===== config.mk =====
export PLATFORM = sky130hd
export DESIGN_NAME = menu_vtiming
export DESIGN_NICKNAME = d
export VERILOG_FILES = /design/src/rtl/menu_vtiming.sv
export SDC_FILE = /design/constraint.sdc
export NUM_CORES = 1
export LEC_CHECK = 0
export ABC_AREA = 1
export CORE_MARGIN = 2
export CORE_UTILIZATION = 40
export CTS_CLUSTER_DIAMETER = 80
export DETAILED_ROUTE_END_ITERATION = 8
export MAX_ROUTING_LAYER = met4
export PLACE_DENSITY = 0.73
export SYNTH_ARGS = -nofsm -noshare
export SYNTH_HDL_FRONTEND = slang
export SYNTH_SLANG_ARGS = --single-unit

===== constraint.sdc =====
create_clock -name clk_sys -period 7.6 [get_ports clk_sys]
set_input_delay 1.14 -clock clk_sys [delete_from_list [all_inputs] [get_ports clk_sys]]
set_output_delay 1.14 -clock clk_sys [all_outputs]
set_load 0.02 [all_outputs]

===== src/rtl/menu_vtiming.sv =====
// menu_vtiming: parametrised raster timing generator with NTSC/PAL, scandoubled and interlaced line tables
module menu_vtiming #(
    parameter int HW       = 10,
    parameter int VW       = 10,
    parameter int HTOTAL   = 640,
    parameter int HBL      = 550,
    parameter int HS_START = 570,
    parameter int HS_END   = 602,
    parameter int CE_DIV   = 2,
    parameter int FCW      = 8
) (
    input  logic           clk_sys,
    input  logic           RESET,
    input  logic           pal,
    input  logic           dbl,
    input  logic           interlace,
    output logic           ce_pix,
    output logic [HW-1:0]  hc,
    output logic [VW-1:0]  vc,
    output logic           hblank,
    output logic           vblank,
    output logic           hsync,
    output logic           vsync,
    output logic           de,
    output logic           field,
    output logic [FCW-1:0] frame_cnt,
    output logic           sof
);
    localparam int CW = $clog2(CE_DIV);

    logic [CW-1:0] ce_cnt;
    logic          ce_wrap;
    logic          mode_pal;
    logic          mode_dbl;
    logic          mode_int;
    logic [VW-1:0] vtotal;
    logic [VW-1:0] vbl;
    logic [VW-1:0] vs_start;
    logic [VW-1:0] vs_end;
    logic [VW-1:0] v_last;
    logic [VW-1:0] vc_nxt;
    logic [HW-1:0] hc_nxt;
    logic          h_end;
    logic          eof;

    // Line table for the latched mode, plus next-position and end-of-frame decode
    always_comb begin
        vtotal   = mode_dbl ? (mode_pal ? VW'(624) : VW'(524)) : (mode_pal ? VW'(312) : VW'(262));
        vbl      = mode_dbl ? (mode_pal ? VW'(601) : VW'(480)) : (mode_pal ? VW'(300) : VW'(240));
        vs_start = mode_dbl ? (mode_pal ? VW'(609) : VW'(490)) : (mode_pal ? VW'(304) : VW'(245));
        vs_end   = mode_dbl ? (mode_pal ? VW'(617) : VW'(496)) : (mode_pal ? VW'(308) : VW'(248));
        v_last   = vtotal - VW'(1) + VW'(mode_int & ~mode_dbl & field);
        h_end    = hc == HW'(HTOTAL - 1);
        eof      = ce_pix & h_end & (vc == v_last);
        hc_nxt   = h_end ? '0 : hc + 1'b1;
        vc_nxt   = h_end ? ((vc == v_last) ? '0 : vc + 1'b1) : vc;
        ce_wrap  = ce_cnt == CW'(CE_DIV - 1);
    end

    // Pixel divider: every clock when doubled, otherwise one pulse per CE_DIV clocks
    always_ff @(posedge clk_sys) begin
        if (!RESET) begin
            ce_cnt <= '0;
            ce_pix <= 1'b0;
        end else begin
            ce_pix <= mode_dbl | ce_wrap;
            ce_cnt <= (mode_dbl | ce_wrap) ? '0 : ce_cnt + 1'b1;
        end
    end

    // Raster counters and flags, flags computed from the position being entered
    always_ff @(posedge clk_sys) begin
        if (!RESET) begin
            hc     <= '0;
            vc     <= '0;
            hblank <= 1'b0;
            hsync  <= 1'b0;
            vblank <= 1'b0;
            vsync  <= 1'b0;
        end else if (ce_pix) begin
            hc     <= hc_nxt;
            vc     <= vc_nxt;
            hblank <= hc_nxt >= HW'(HBL);
            hsync  <= (hc_nxt >= HW'(HS_START)) && (hc_nxt < HW'(HS_END));
            vblank <= vc_nxt >= vbl;
            vsync  <= (vc_nxt >= vs_start) && (vc_nxt < vs_end);
        end
    end

    // Frame boundary: pulse sof, count the frame, flip the field and latch the next mode
    always_ff @(posedge clk_sys) begin
        if (!RESET) begin
            sof       <= 1'b0;
            frame_cnt <= '0;
            field     <= 1'b0;
            mode_pal  <= pal;
            mode_dbl  <= dbl;
            mode_int  <= interlace;
        end else begin
            sof <= eof;
            if (eof) begin
                frame_cnt <= frame_cnt + 1'b1;
                field     <= interlace & ~dbl & ~field;
                mode_pal  <= pal;
                mode_dbl  <= dbl;
                mode_int  <= interlace;
            end
        end
    end

    assign de = ~(hblank | vblank);

endmodule


==> results of run 1 <==
==> kinds of logic (layout without fill, tap and decap cells) <==
family,after synthesis,in the layout,synth area share (%)
buffers and inverters,72,110,10.5
and+or+nand+nor,166,166,29.2
xor gates and xnor gates,8,8,2.57
adders and majority gates,27,27,12.4
AOI/OAI and AO/OA,81,81,15.7
DFF,39,39,29.7
==> cell usage after synthesis, types with 5 or more instances <==
cell type / count / share of area (%)
nand3_1: 20 / 3.7
nor2_1: 34 / 4.7
inv_1: 56 / 7.7
clkbuf_1: 8 / 1.1
o21ai_1: 5 / 0.92
dfxtp_1: 36 / 26
a21oi_1: 32 / 5.9
ha_1: 27 / 12
nand2_2: 5 / 1.1
o21ai_0: 34 / 6.2
nor3_1: 6 / 1.1
nand2_1: 79 / 11
==> where the power goes <==
group / total, mW / internal (mW) / switching [mW]
Sequential: 0.231 / 0.217 / 0.0143
Combinational: 0.114 / 0.0454 / 0.0681
Clock: 0.131 / 0.0632 / 0.0677
==> metal layers <==
| metal | track usage [%] | up-vias | share of wire, % |
|---|---|---|---|
| li1 | - | 1352 | - |
| met1 | 25.5 | 1230 | 46 |
| met2 | 30.6 | 79 | 48 |
| met3 | 2.67 | 12 | 4.5 |
| met4 | 7.39 | 0 | 2.1 |
| met5 | - | - | 0 |
==> layout make-up <==
class	instances	area [µm²]
Fill cell	670	3420
Multi-Input combinational cell	282	1630
Sequential cell	39	811
Timing Repair Buffer	41	408
Inverter	62	233
Tap cell	80	100
Clock buffer	7	76.3
==> how the worst max path moves through the flow <==
stage | slack (ps) | endpoint | start
final | 3700 | vsync$_SDFFE_PN0P_ | mode_pal$_DFFE_PP_
after global routing | 3280 | vsync$_SDFFE_PN0P_ | mode_pal$_DFFE_PP_
after CTS | 3750 | vsync$_SDFFE_PN0P_ | mode_pal$_DFFE_PP_
after detailed placement | 3790 | vsync$_SDFFE_PN0P_ | mode_pal$_DFFE_PP_
after global placement | 4010 | vsync$_SDFFE_PN0P_ | mode_pal$_DFFE_PP_
after floorplan | 4400 | vsync$_SDFFE_PN0P_ | mode_pal$_DFFE_PP_
==> per-stage QoR <==
stage                     hold slack (ps)  area (µm²)  worst slack (ps)  utilization [%]
final                                 428        3260              3700             48.8
after global routing                  473        3260              3280             48.8
after CTS                             426        3260              3750             48.8
after detailed placement              415        3180              3790             47.7
after global placement                406        3180              4010             47.7
after floorplan                       399        2730              4400                -
==> layout by cell type (no fill, tap or decap), types with 2 or more instances in the layout <==
cell type and count:
a211oi_1 2, nand2_2 5, a31oi_1 2, nor2_4 3, nor3b_1 2, nor2_1 34, clkinv_1 2, nand3_1 20
a21o_1 3, clkbuf_1 2, xor2_1 4, dfxtp_1 36, edfxtp_1 3, nor3_1 6, xnor2_1 4, nand2_1 79
inv_2 4, nand3_2 3, clkdlybuf4s50_1 40, o21ai_1 5, nor2_2 2, a21oi_1 32, ha_1 27, o211ai_1 2
clkbuf_8 5, inv_1 56, o21ai_0 34, nand4_1 3
==> results.json, run 1 <==
{
  "p_leak_nw": 1.46,
  "groute.usage.overall_pct": 19.5,
  "root_buffer": "clkbuf_8",
  "drv_cap": 0,
  "die_h_um": 86.6,
  "cts_setup_buffers": 0,
  "crit_path_end_kind": "flop",
  "synth.cell_area_mm2": 0.00273,
  "worst_pin_slew_ps": 854,
  "final.period_utilization_pct": 51.3,
  "drt_wl_total_um": 6940,
  "initial_core_util_pct": 40.8,
  "clkSinkCount": 39,
  "clk_pin_slew_worst_paths_ps": 80,
  "final-setup-viol-count": 0,
  "grt_pass1_vias": 2449,
  "ctsResizeCount": 0,
  "crit_buf_inv": 4,
  "drtIter0Drc": 203,
  "rows": 30,
  "cp.required_ps": 7810,
  "yosysSeqAreaShare_pct": 29.7,
  "worstSkewPairLatency_ps": 290,
  "max_stage_delay_ps": 510,
  "largest_registers": "hc: 10 flops, vc: 10 flops, frame_cnt: 8 flops",
  "io_buffers": 40,
  "final_hold_viol_count": 0,
  "hold_depth": 1,
  "ios": 41,
  "nets": 463,
  "drcViolationCount": 0,
  "clk_path_buf_depth": 2,
  "status": "finished, final reports clean",
  "synth_ff_type": "dfxtp_1",
  "postRouteAntennaNets": 0,
  "holdPathEnd": "ce_cnt$_SDFF_PP0_",
  "relSlewSlack_pct": 42.9,
  "syn_nets": 425,
  "cp_num_cells": 25,
  "slowest_stage": "edfxtp_1",
  "fin_cells": 511,
  "r2r-end": "vsync$_SDFFE_PN0P_",
  "dieArea_mm2": 0.00750,
  "grt_antenna_before_repair": 0,
  "crit_path_start_kind": "flop",
  "arrival_ps": 4100,
  "gp_routability_congestion": 0.944,
  "postSynthAreaPerCell_um2": 6.94,
  "grt_pass1_wl_um": 11400,
  "period_minus_slack_ps": 3900,
  "final_layout_size_suffix_gt1_share_pct": 7.19,
  "max_freq_ghz": 0.257,
  "area_growth_pct": 19.5,
  "path_common_cell": "nand2_1",
  "rsz0062_at_grt": "false",
  "ir_drop_mv": 0.105,
  "htreeDepth": 2,
  "overflow": 0,
  "cp_top_family": "simple AND/OR/NAND/NOR gates",
  "viasPerCell": 5.23,
  "n_antenna_cell": 0,
  "synthArstFlopShare_pct": 0,
  "ff2ff_setup_slack_ps": 3700,
  "vias": 2673,
  "crit_fanout": 11,
  "cts_buffers": 5,
  "worstReg2RegStart": "mode_pal$_DFFE_PP_",
  "ys_seq_elements": 39,
  "synth_edf_count": 3,
  "r2r.worst_path.cells": 25,
  "yosysUniqueCellTypes": 37,
  "finalClockSkew_ps": 10.1,
  "core_area_mm2": 0.00668,
  "hold_path.class": "reg -> reg",
  "syn_inst": 393,
  "dp_cells": 504,
  "critPathKind": "reg -> reg",
  "wl_per_cell_um": 13.6,
  "cts_tree": "done",
  "hpwlAfterDp_um": 5340,
  "setup_tns_ps": 0,
  "holdCritStartpoint": "ce_cnt$_SDFF_PP0_",
  "drv_slew": 0,
  "dieWidth_um": 86.6,
  "total_power_mw": 0.476,
  "power.density_mw_per_mm2": 146,
  "hold_buffers": 0,
  "drt_pass1_iterations": 5,
  "grt_max_degree": 45,
  "ys_warn_count": 0
}
(Power assumes the default switching activity.)
==> inputs of run 2 (changes only) <==
clock period = 4 ns   (was 7.6 ns; I/O delays follow)
==> run 2 against run 1 <==
Sequential cell count unchanged. Register-to-register slack lost 3200 ps. Clock-buffer cell count rose by 1. Non-clock buffer count increased by 5. Clock skew decreased by 4.4 ps. Sequential power increased by 89%.
==> results.json, run 2 (synthesized netlist as in run 1, its figures left out) <==
{
  "slowest_stage": "edfxtp_1",
  "vias": 2666,
  "critPathKind": "reg -> reg",
  "fill_cells": 667,
  "seqCellArea_um2": 811,
  "crit_path_end_kind": "flop",
  "pwr-share-comb_pct": 23.4,
  "hold_path.class": "reg -> reg",
  "n_antenna_cell": 0,
  "ir_drop_mv": 0.223,
  "max_stage_delay_ps": 440,
  "cts_tree": "done",
  "p_seq_share_pct": 46.3,
  "drt_wl_total_um": 6840,
  "relSlewSlack_pct": 72.1,
  "multi_input_area_mm2": 0.00164,
  "cp.required_ps": 4210,
  "io_buffers": 40,
  "p_leak_nw": 1.50,
  "gp_routability_congestion": 0.974,
  "dieArea_mm2": 0.00750,
  "hpwlAfterDp_um": 5180,
  "worstSetupStartpoint": "mode_pal$_DFFE_PP_",
  "clkSinkCount": 39,
  "swShare_pct": 30.3,
  "arrival_ps": 3720,
  "drv_slew": 0,
  "drtIter0Drc": 196,
  "clk_pin_slew_worst_paths_ps": 70,
  "viasPerCell": 5.16,
  "drv_cap": 0,
  "layout_common_cells": "nand2_1, inv_1, clkdlybuf4s50_1",
  "clockPowerShare_pct": 30.3,
  "crit_fanout": 11,
  "cp_num_cells": 25,
  "drt_pass1_iterations": 4,
  "rows": 30,
  "whs_ps": 425,
  "worstReg2RegStart": "mode_pal$_DFFE_PP_",
  "wl_per_cell_um": 13.2,
  "power.density_mw_per_mm2": 284,
  "intPower_mw": 0.658,
  "die_h_um": 86.6,
  "dieWidth_um": 86.6,
  "clk_path_buf_depth": 2,
  "cts_buffers": 5,
  "final_layout_size_suffix_gt1_share_pct": 8.92,
  "ios": 41,
  "initial_core_util_pct": 40.8,
  "final_hold_viol_count": 0,
  "switching_power_mw": 0.286,
  "layout_commonest_cell": "nand2_1",
  "critPathCapture": "vsync$_SDFFE_PN0P_",
  "grt_antenna_before_repair": 0,
  "rsz0062_at_grt": "false",
  "status": "finished, final reports clean",
  "grt_max_degree": 45,
  "path_common_cell": "nand2_1",
  "r2r-end": "vsync$_SDFFE_PN0P_",
  "final-setup-viol-count": 0,
  "worstSkewPairLatency_ps": 280,
  "htreeDepth": 2,
  "cp_top_family": "simple AND/OR/NAND/NOR gates",
  "grt_pass1_wl_um": 11400,
  "largest_registers": "hc: 10 flops, vc: 10 flops, frame_cnt: 8 flops",
  "period_minus_slack_ps": 3500,
  "drcViolationCount": 0,
  "final.period_utilization_pct": 87.6,
  "overflow": 0,
  "area_growth_pct": 22.1,
  "grt_pass1_vias": 2484,
  "ff2ff_setup_slack_ps": 500,
  "worst_pin_slew_ps": 418,
  "crit_buf_inv": 4,
  "groute.usage.overall_pct": 19.6,
  "max_freq_ghz": 0.285,
  "nets": 468,
  "postRouteAntennaNets": 0,
  "r2r.worst_path.cells": 25,
  "setup_tns_ps": 0,
  "root_buffer": "clkbuf_8",
  "crit_path_start_kind": "flop",
  "finalClockSkew_ps": 5.66,
  "core_area_mm2": 0.00668
}
## run 2: layer usage
| layer | routed length [µm] | share of wire [%] | vias up | GRT usage (%) |
|---|---|---|---|---|
| met5 | 0 | 0 | - | - |
| met4 | 56 | 0.82 | 0 | 5.54 |
| met3 | 278 | 4.1 | 6 | 2.48 |
| met2 | 3340 | 49 | 73 | 32.2 |
| met1 | 3170 | 46 | 1221 | 25.4 |
| li1 | - | - | 1366 | - |
## run 2: per-stage QoR
step / area [µm²] / setup WS [ps] / total power, mW / std cells / utilization [%]
finish: 3330 / 497 / 0.945 / 517 / 49.9
global route: 3330 / 61.5 / 0.997 / 517 / 49.9
CTS: 3300 / 215 / 0.950 / 514 / 49.4
detailed placement: 3200 / 241 / 0.662 / 506 / 47.9
global placement: 3200 / 425 / 0.658 / 506 / 47.9
floorplan: 2730 / 801 / 0.584 / 393 / -
## run 2: area by class of cell
cell class,count,area share (%)
clock buffer,8,3.01
inverter,62,6.99
multi-input combinational,282,49.3
sequential,39,24.3
tap,80,3.01
timing repair buffer,46,13.4
## run 2: worst min path at each step
stage | startpoint | to | cells after the start
after floorplan | ce_cnt$_SDFF_PP0_ | ce_cnt$_SDFF_PP0_ | 1
after global placement | ce_cnt$_SDFF_PP0_ | ce_cnt$_SDFF_PP0_ | 1
after detailed placement | ce_cnt$_SDFF_PP0_ | ce_cnt$_SDFF_PP0_ | 1
after CTS | ce_cnt$_SDFF_PP0_ | ce_cnt$_SDFF_PP0_ | 1
after global routing | ce_cnt$_SDFF_PP0_ | ce_cnt$_SDFF_PP0_ | 1
final | ce_cnt$_SDFF_PP0_ | ce_cnt$_SDFF_PP0_ | 1
## run 2: worst reg2reg max path, cell delays in order (launching register included)
cell	delay, ps
edfxtp_1	440
inv_2	150
ha_1	210
inv_1	70
ha_1	290
nand2_1	70
nand2_1	50
nor2_1	100
nand3_1	100
nor2_2	160
nand4_4	230
nand3_1	200
inv_1	60
ha_1	290
nand2_1	100
inv_1	80
nand2_1	50
nor2_1	80
nand3_1	70
o21ai_0	160
nand2_1	70
nand2_1	60
nand3_1	70
a21oi_1	130
nand2_1	70
a21oi_1	110
## run 2: power by group through the flow
| stage | logic [mW] | registers, mW | clock network (mW) |
|---|---|---|---|
| after floorplan | 0.124 | 0.459 | 0 |
| after global placement | 0.212 | 0.446 | 0 |
| after detailed placement | 0.215 | 0.447 | 0 |
| after CTS | 0.216 | 0.438 | 0.296 |
| after global routing | 0.249 | 0.440 | 0.308 |
| final | 0.221 | 0.437 | 0.286 |
## run 2: what timing repair did
action,CTS,global route
buffers inserted,0,3
resized for setup,0,2
endpoints found under the setup margin,0,2
hold buffers,0,0
endpoints found under the hold margin,0,0
==> inputs of run 3 (changes only) <==
CELL_PAD_IN_SITES_DETAIL_PLACEMENT = 2   (was not set)
CELL_PAD_IN_SITES_GLOBAL_PLACEMENT = 2   (was not set)
CORE_UTILIZATION = 30   (was 40)
PLACE_DENSITY = 0.91   (was 0.73)
==> run 3 against run 2 <==
Die area increased by 32%. Sequential cell count unchanged. Non-clock buffer count increased by 10. Global-route usage increased by 2.5 points. Cell area increased by 4.6%. Sequential power increased by 0.9%. Total power increased by 12%. Sequential share of layout area decreased by 1.1 points. Largest cell class unchanged.
==> results.json, run 3 (synthesized netlist as in run 1, its figures left out) <==
{
  "ir_drop_mv": 0.207,
  "total_power_mw": 1.06,
  "viasPerCell": 5.37,
  "grt_antenna_before_repair": 0,
  "finish.utilization_pct": 39.7,
  "htreeDepth": 2,
  "pwr-share-comb_pct": 23.5,
  "grt_pass1_vias": 3252,
  "placement.cell_area_mm2": 0.00323,
  "swShare_pct": 33.0,
  "grt_pass1_wl_um": 16800,
  "grt_max_degree": 45,
  "crit_path_start_kind": "flop",
  "arrival_ps": 4110,
  "final-setup-viol-count": 0,
  "whs_ps": 467,
  "dieWidth_um": 99.4,
  "status": "finished, final reports clean",
  "final.period_utilization_pct": 96.9,
  "p_leak_nw": 1.56,
  "worst_pin_slew_ps": 581,
  "relSlewSlack_pct": 61.2,
  "initial_core_util_pct": 31.1,
  "wl_per_cell_um": 20.6,
  "critPathKind": "reg -> reg",
  "hold_buffers": 0,
  "finalClockSkew_ps": 7.11,
  "seqCellArea_um2": 811,
  "die_h_um": 99.4,
  "drcViolationCount": 0,
  "intPower_mw": 0.708,
  "ios": 41,
  "crit_path_end_kind": "flop",
  "clkSinkCount": 39,
  "rows": 34,
  "max_freq_ghz": 0.258,
  "power.density_mw_per_mm2": 304,
  "cp.required_ps": 4240,
  "root_buffer": "clkbuf_8",
  "period_minus_slack_ps": 3870,
  "multi_input_area_mm2": 0.00166,
  "clk_path_buf_depth": 2,
  "n_antenna_cell": 0,
  "vias": 2981,
  "groute.usage.overall_pct": 22.0,
  "switching_power_mw": 0.350,
  "drv_cap": 0,
  "fill_cells": 1007,
  "io_buffers": 40,
  "clk_pin_slew_worst_paths_ps": 90,
  "gp_routability_congestion": 0.916,
  "overflow": 0,
  "final_layout_size_suffix_gt1_share_pct": 11.6,
  "drt_wl_total_um": 11400,
  "postRouteAntennaNets": 0,
  "core_area_mm2": 0.00876,
  "hpwlAfterDp_um": 7310,
  "drv_slew": 0,
  "worstSkewPairLatency_ps": 300,
  "nets": 478,
  "postLayoutCellArea_mm2": 0.00348,
  "layout_common_cells": "nand2_1, inv_1, clkdlybuf4s50_1",
  "clockPowerShare_pct": 34.8,
  "drt_pass1_iterations": 4,
  "layout_commonest_cell": "nand2_1",
  "drtIter0Drc": 110,
  "final_hold_viol_count": 0,
  "crit_fanout": 6,
  "cts_tree": "done",
  "p_seq_share_pct": 41.6,
  "dieArea_mm2": 0.00988,
  "cts_buffers": 5,
  "area_growth_pct": 27.6,
  "hold_path.class": "reg -> reg",
  "largest_registers": "hc: 10 flops, vc: 10 flops, frame_cnt: 8 flops"
}
==> run 3: cell types whose count changed in the layout (fill, tap and decap cells not counted), sizes merged <==
cell,delta
clkbuf,-2
bufinv,+1
buf,+10
clkinv,+1
==> run 3: power groups by stage <==
stage,logic (mW),clock network [mW],registers [mW]
3_3_place_gp,0.215,0,0.447
3_5_place_dp,0.229,0,0.448
4_1_cts,0.238,0.368,0.440
5_1_grt,0.273,0.385,0.443
2_1_floorplan,0.124,0,0.459
6_report,0.249,0.368,0.441
==> run 3: area by class of cell <==
cell class              count  area share [%]
flip-flops and latches     39            23.3
inverters                  62            6.75
clock inverters             2            1.01
repair buffers             56            14.9
well taps                 108            3.88
clock buffers               6            2.37
multi-input cells         282            47.8
==> run 3: what timing repair did <==
| item | CTS | global route |
|---|---|---|
| gates resized for setup | 1 | 6 |
| setup buffers | 0 | 13 |
| pin swaps | 0 | 1 |
| endpoints found under the setup margin | 1 | 2 |
==> run 3: worst paths after layout <==
| check | start | endpoint | slack (ps) | cells after the start |
|---|---|---|---|---|
| worst max-delay path | mode_dbl$_DFFE_PP_ | vsync$_SDFFE_PN0P_ | 130 | 24 |
| worst min-delay path | ce_cnt$_SDFF_PP0_ | ce_cnt$_SDFF_PP0_ | 470 | 1 |
| worst max register to register | mode_dbl$_DFFE_PP_ | vsync$_SDFFE_PN0P_ | 130 | 24 |
| worst min register to register | ce_cnt$_SDFF_PP0_ | ce_cnt$_SDFF_PP0_ | 470 | 1 |
==> run 3: worst max-delay path: stages (launching register included) <==
cell      delay [ps]
edfxtp_1         520
inv_2            190
ha_4             170
inv_1             60
ha_1             320
nand2_1          170
nand2_1          100
nor2_1           130
nand3_1          160
nor2_4           170
nand4_4          170
buf_4            210
nand3_1          110
inv_1             80
ha_1             340
nand2_1           70
nor2_1           150
nand2_1           80
o21ai_0           80
nand2_1           70
nand2_1           60
nand3_1           70
a21oi_1          130
nand2_1           80
a21oi_1          130
==> run 3: per-stage QoR <==
stage / setup WS (ps) / TNS, ps / instances
final: 125 / 0 / 555
after global routing: -189 / -276 / 555
after floorplan: 801 / 0 / 393
after global placement: 418 / 0 / 534
after CTS: 66.1 / 0 / 542
after detailed placement: 42.3 / 0 / 534
==> run 3: layer usage <==
layer	part of all wire [%]	routed length [µm]	global-route usage [%]	up-vias
met5	0	0	-	-
met4	2.3	263	5.06	0
met3	3.6	407	2.81	18
met2	53	6070	41.5	79
met1	41	4700	24.7	1499
li1	-	-	-	1385
